[config.mk]
export PLATFORM = sky130hd
export DESIGN_NAME = auto_gain_ranger
export DESIGN_NICKNAME = d
export VERILOG_FILES = /design/src/rtl/auto_gain_ranger.sv
export SDC_FILE = /design/constraint.sdc
export NUM_CORES = 1
export LEC_CHECK = 0
export BUFFER_PORTS_ARGS = -buffer_cell sky130_fd_sc_hd__buf_2
export CORE_MARGIN = 2
export CORE_UTILIZATION = 59
export DETAILED_ROUTE_END_ITERATION = 10
export GPL_TIMING_DRIVEN = 0
export HOLD_SLACK_MARGIN = 0.02
export PLACE_DENSITY = 0.84
export SETUP_SLACK_MARGIN = 0.2
export SKIP_LAST_GASP = 1
export SLEW_MARGIN = 20
export SYNTH_ARGS = -nofsm -noshare
export SYNTH_HDL_FRONTEND = slang
export SYNTH_SLANG_ARGS = --single-unit
[constraint.sdc]
create_clock -name clk_i -period 2.7 [get_ports clk_i]
set_clock_uncertainty 0.1 [all_clocks]
set_input_delay 0.405 -clock clk_i [delete_from_list [all_inputs] [get_ports clk_i]]
set_output_delay 0.405 -clock clk_i [all_outputs]
set_load 0.02 [all_outputs]
[src/rtl/auto_gain_ranger.sv]
// auto_gain_ranger: windowed peak-driven log2 gain select with clip counting for the coarse gain-and-limiter.
// Optional AUTO_GAIN_RANGER_FAST_ATTACK_EN: a clipping sample in MEASURE steps the gain down at once.
module auto_gain_ranger #(
  parameter int INPUT_WIDTH      = 16,
  parameter int OUTPUT_WIDTH     = 14,
  parameter int MAX_LOG2_GAIN    = 3,
  parameter int WIDTH_LOG2_GAIN  = 2,
  parameter int LOG2_WINDOW      = 10,
  parameter int HOLDOFF_WINDOWS  = 2,
  parameter int CLIP_COUNT_WIDTH = 16
) (
  input  logic                        clk_i,
  input  logic                        rst_ni,
  input  logic                        enable_i,
  input  logic [WIDTH_LOG2_GAIN-1:0]  manual_log2_gain_i,
  input  logic [INPUT_WIDTH-1:0]      data_i,
  input  logic                        clear_i,
  output logic [WIDTH_LOG2_GAIN-1:0]  log2_gain_o,
  output logic                        gain_change_o,
  output logic                        clip_o,
  output logic [CLIP_COUNT_WIDTH-1:0] clip_count_o
);
  localparam int SW = INPUT_WIDTH + MAX_LOG2_GAIN + 1;
  localparam int WIN = 2 ** LOG2_WINDOW;
  localparam int HOLD_N = HOLDOFF_WINDOWS * WIN;
  localparam int CW = $clog2(HOLD_N + WIN + 1) + 1;
  localparam logic [SW-1:0] FS = SW'(2 ** (OUTPUT_WIDTH - 1) - 1);
  localparam logic [SW-1:0] HALF = SW'(2 ** (OUTPUT_WIDTH - 2));
  localparam logic [WIDTH_LOG2_GAIN-1:0] GMAX = WIDTH_LOG2_GAIN'(MAX_LOG2_GAIN);
  typedef enum logic [1:0] {IDLE, MEASURE, DECIDE, HOLDOFF} state_t;
  state_t state, hold_next;
  logic [INPUT_WIDTH-1:0] mag, peak;
  logic [CW-1:0] cnt;
  logic [SW-1:0] scaled, pk_g, pk_g1;
  logic [WIDTH_LOG2_GAIN-1:0] manual_gain, next_gain;
  logic clip_now, go_down, go_up;
  // negating the most negative sample yields 2^(INPUT_WIDTH-1), which is exact as unsigned
  always_comb begin
    mag = data_i[INPUT_WIDTH-1] ? -data_i : data_i;
    scaled = SW'(mag) << log2_gain_o;
    clip_now = scaled > FS;
    pk_g = SW'(peak) << log2_gain_o;
    pk_g1 = pk_g << 1;
    go_down = pk_g > FS && log2_gain_o != '0;
    go_up = pk_g1 < HALF && log2_gain_o != GMAX;
    next_gain = go_down ? log2_gain_o - 1'b1 : go_up ? log2_gain_o + 1'b1 : log2_gain_o;
    manual_gain = int'(manual_log2_gain_i) > MAX_LOG2_GAIN ? GMAX : manual_log2_gain_i;
    hold_next = HOLD_N == 0 ? MEASURE : HOLDOFF;
  end
  always_ff @(posedge clk_i or negedge rst_ni) begin
    if (!rst_ni) begin
      state <= IDLE;
      log2_gain_o <= '0;
      gain_change_o <= 1'b0;
      clip_o <= 1'b0;
      clip_count_o <= '0;
      peak <= '0;
      cnt <= '0;
    end else begin
      clip_o <= clip_now;
      clip_count_o <= clear_i ? '0 : (clip_now && ~&clip_count_o) ? clip_count_o + 1'b1 : clip_count_o;
      gain_change_o <= 1'b0;
      if (!enable_i) begin
        state <= IDLE;
        peak <= '0;
        cnt <= '0;
        if (state == IDLE) log2_gain_o <= manual_gain;
      end else begin
        case (state)
          IDLE: state <= MEASURE;
          MEASURE:
`ifdef AUTO_GAIN_RANGER_FAST_ATTACK_EN
            if (clip_now && log2_gain_o != '0) begin
              log2_gain_o <= log2_gain_o - 1'b1;
              gain_change_o <= 1'b1;
              peak <= '0;
              cnt <= '0;
              state <= hold_next;
            end else
`endif
            begin
              peak <= mag > peak ? mag : peak;
              cnt <= cnt + 1'b1;
              if (cnt == CW'(WIN - 1)) state <= DECIDE;
            end
          DECIDE: begin
            log2_gain_o <= next_gain;
            gain_change_o <= next_gain != log2_gain_o;
            peak <= '0;
            cnt <= '0;
            state <= next_gain != log2_gain_o ? hold_next : MEASURE;
          end
          HOLDOFF: begin
            cnt <= cnt + 1'b1;
            if (cnt == CW'(HOLD_N - 1)) begin
              cnt <= '0;
              peak <= '0;
              state <= MEASURE;
            end
          end
          default: state <= IDLE;
        endcase
      end
    end
  end
endmodule

==> flow_summary_export.csv <==
group,metric,value,unit
timing,report.final.slew_viol_count,0,
logic_synthesis,ys_dominant_reg_cell,"sky130_fd_sc_hd__dfrtp_1",
routing,firstDrtPassIters,5,
hold_path,hold_path.startpoint,"clear_i",
critical_path,critical_path.most_common_cell,"sky130_fd_sc_hd__buf_4",
routing,antenna_violating_nets_post_route,0,
layout,finish.net_count,537,
routing,first_iter_violations,417,
logic_synthesis,synthesis.yosys.warnings,0,
place,pre_cts_ws,-1010,ps
power,power_density,464,nW/um^2
layout,post_route_cells_drive_above_1_share,29.8,%
grt,grt_pass1_vias,3204,
grt,global_route_wire_length_before_repair,15.2,mm
routing,viasPerCell,6.50,
floorplan,row_count,28,
hold_path,hold_path_class,"input port to flop",
grt,antenna_found_initial,0,
floorplan,core_area,5850,sq um
critical_path,path_max_fanout,6,
place,routabilityCongestion,0.859,
clocking,clkLatencyLatePin,320,ps
clocking,number_of_sinks_on_the_clock_net,51,
timing,setup_violations,18,
logic_synthesis,synthesized_netlist_cell_count,412,
floorplan,die_width,81.5,microns
logic_synthesis,post_synth.cell_area_avg,8.60,sq um
place,hpwl,5.93,mm
grt,grt_max_degree,30,
floorplan,dieArea,6640,sq um
power,leakagePower,2.03,nW
place,placed_cell_area,3910,sq um
critical_path,path_buf_inv,4,
timing,hold_viol_final,0,
place,io_buffer_count,40,
routing,route.detailed.drc,0,
critical_path,worst_r2r_startpoint,"state[0]",
routing,totalWireLength,11.1,mm
critical_path,crit_path_end_kind,"flop",
critical_path,worstSetupPathType,"input port to flop",
timing,timing.fmax,294,MHz
status,violations_in_the_final_reports,"setup timing",
critical_path,reg2reg_slack,-380,ps
floorplan,floorplan.io_pins,42,
logic_synthesis,yosys_register_bits,51,
status,outcome,"finished, violations left",
logic_synthesis,synth_enable_flop_cells,0,
logic_synthesis,ys_async_sr_fraction,100,%
critical_path,worst_path_arrival,3500,ps
floorplan,die_boundary_height,81.5,microns
clocking,cts_tree,"done",
routing,detailroute.via_count,3674,
logic_synthesis,synth.area.top_cells,"sky130_fd_sc_hd__dfrtp_1 (36%), sky130_fd_sc_hd__ha_1 (8.8%), sky130_fd_sc_hd__xor2_1 (6.2%)",
layout,diodes,0,
job,max_cap_viol_count,0,
critical_path,worst_path_max_delay_cell,"sky130_fd_sc_hd__o41ai_4",
grt,grtUsageTotal,29.5,%
critical_path,max_stage_delay,350,ps
clocking,worst_setup_hold_path_clk_slew,110,ps
layout,flow.area_growth_from_synthesis,29.7,%
timing,post-route-period-util,126,%
timing,final.min_clock_period,3410,ps
timing,tightest_pin_transition,683,ps
logic_synthesis,synthesis.nets,459,
clocking,cts-buffers-inserted,5,
critical_path,startpoint_type,"input port",
logic_synthesis,synth_cell_types,57,
logic_synthesis,synth.cell_area,3540,sq um
logic_synthesis,yosys.cell_count.top_type,"sky130_fd_sc_hd__nand2_1",
routing,post_drt_wl_per_cell,19.7,microns
clocking,root_buffer,"sky130_fd_sc_hd__clkbuf_8",
critical_path,critical_path_data_required_time,2790,ps
power,power.ir.vdd_worst,0.313,mV
hold_path,whs_path_depth,2,
hold_path,hold_path_end,"clip_count_o[12]",
critical_path,crit-reg2reg-capture,"peak[14]",
clocking,clock_path_buffers,2,
critical_path,timing.reg2reg.worst_path_depth,10,
logic_synthesis,area_share_of_the_largest_cell_type_after_synthesis,36.0,%
layout,finalInstanceArea,4600,sq um
floorplan,initial_utilization,60.5,%
critical_path,worst_path_dominant_cell_family,"compound AO/OA/AOI/OAI gates",
critical_path,critical_path.cell_chain,"buf_4 -> nor4_4 -> buf_4 -> nand2_4 -> o41ai_4 -> xnor2_2 -> ha_1 -> nand4_1 -> or2_4 -> o31ai_4 -> inv_2 -> o21a_2 -> clkbuf_16 -> a32o_1 -> a31o_2",
logic_synthesis,synth_sequential_area_ratio,36.0,%
timing,worst_slew_margin_rel,54.4,%
timing,rsz_0062_raised_after_global_routing,"yes",
clocking,number_of_h_tree_branching_levels,2,
logic_synthesis,synth_largest_area_cell,"sky130_fd_sc_hd__dfrtp_1",
timing,final_setup_slack_of_the_worst_path,-706,ps
logic_synthesis,synth.top_cells.by_count,"sky130_fd_sc_hd__nand2_1 (58), sky130_fd_sc_hd__dfrtp_1 (51), sky130_fd_sc_hd__nor2_1 (41)",
grt,grt-ovfl-total,0,
## worst register-to-register path, stage by stage (launching register included)
cell	delay, ps
sky130_fd_sc_hd__dfrtp_1	440
sky130_fd_sc_hd__inv_1	100
sky130_fd_sc_hd__ha_1	260
sky130_fd_sc_hd__nor2_1	160
sky130_fd_sc_hd__and2_1	140
sky130_fd_sc_hd__clkbuf_1	270
sky130_fd_sc_hd__nor2_1	120
sky130_fd_sc_hd__nor2b_1	490
sky130_fd_sc_hd__clkbuf_1	530
sky130_fd_sc_hd__nand2_1	140
sky130_fd_sc_hd__o211ai_1	250
## how the worst max path moves through the flow
| stage | start | end | cells past startpoint |
|---|---|---|---|
| detailed placement | data_i[4] | peak[15] | 13 |
| floorplan | data_i[3] | peak[10] | 13 |
| global route | data_i[2] | peak[14] | 16 |
| finish | data_i[2] | peak[4] | 15 |
| CTS | data_i[9] | peak[4] | 13 |
| global placement | data_i[6] | peak[1] | 13 |
## flip-flops by register name, indices dropped and copies added (netlist names)
signal,cells
clip_count_o,16
peak,16
cnt,13
log2_gain_o,2
state,2
clip_o,1
gain_change_o,1
## logic make-up (layout without fill, tap and decap cells)
kind of cell	Yosys count	count (layout)	share of synthesized area, %
AOI/OAI and AO/OA	76	77	16.0
DFF	51	51	36.0
and+or+nand+nor	177	177	24.0
buffers and inverters	44	121	5.44
adders and majority gates	25	25	8.83
muxes	2	2	0.600
xor gates and xnor gates	37	37	9.15
## stage by stage
| step | power (mW) | hold WS, ps | setup TNS, ps | util, % | std cells |
|---|---|---|---|---|---|
| after floorplan | 1.27 | 9.41 | -7740 | - | 412 |
| after CTS | 1.97 | 214 | -5310 | 73.8 | 557 |
| final | 2.13 | 211 | -10040 | 78.6 | 565 |
| after global routing | 2.23 | 216 | -11050 | 78.6 | 565 |
| after detailed placement | 1.44 | 316 | -16880 | 66.9 | 528 |
| after global placement | 1.41 | 401 | -15610 | 66.6 | 527 |
## cell type report
type | count | area (sq um)
buffer | 16 | 124
clock buffer | 5 | 68.8
clock inverter | 2 | 13.8
fill | 327 | 1250
inverter | 28 | 105
multi-input combinational | 318 | 2390
sequential | 51 | 1280
tap | 75 | 93.8
timing repair buffer | 70 | 526
## metal layers
layer  wire length (microns)  global-route usage (%)
met5                       0                       0
met4                     598                    11.2
met3                     990                    6.70
met2                    5280                    46.7
met1                    4240                    39.6
## cells in the final DEF (no fill, tap or decap), types with 10 or more instances in the layout
| cell | synthesis | routed |
|---|---|---|
| sky130_fd_sc_hd__nand3_2 | 2 | 11 |
| sky130_fd_sc_hd__ha_1 | 25 | 24 |
| sky130_fd_sc_hd__buf_6 | 2 | 10 |
| sky130_fd_sc_hd__buf_2 | 1 | 35 |
| sky130_fd_sc_hd__inv_1 | 28 | 27 |
| sky130_fd_sc_hd__nand2_1 | 58 | 50 |
| sky130_fd_sc_hd__buf_4 | 0 | 22 |
| sky130_fd_sc_hd__o21ai_0 | 17 | 15 |
| sky130_fd_sc_hd__xor2_1 | 25 | 24 |
| sky130_fd_sc_hd__nand3_1 | 21 | 11 |
| sky130_fd_sc_hd__o211ai_1 | 12 | 12 |
| sky130_fd_sc_hd__nor2_1 | 41 | 40 |
| sky130_fd_sc_hd__dfrtp_1 | 51 | 51 |
| sky130_fd_sc_hd__nand4_1 | 15 | 15 |
## power by group
group / total [mW] / switching (mW) / leakage [nW] / internal (mW)
clock network: 0.455 / 0.276 / 0.0440 / 0.178
registers: 0.876 / 0.0613 / 0.691 / 0.815
logic: 0.800 / 0.456 / 1.29 / 0.344
## what timing repair did
action                                  4_1_cts  5_1_grt
endpoints found under the setup margin       33       45
hold buffers                                  1        0
buffers inserted                             19        6
gates resized for setup                      36       47
cloned                                        2        2
hold endpoints to repair                     22        0
pin swaps                                    20       38
(Power assumes the default switching activity.)
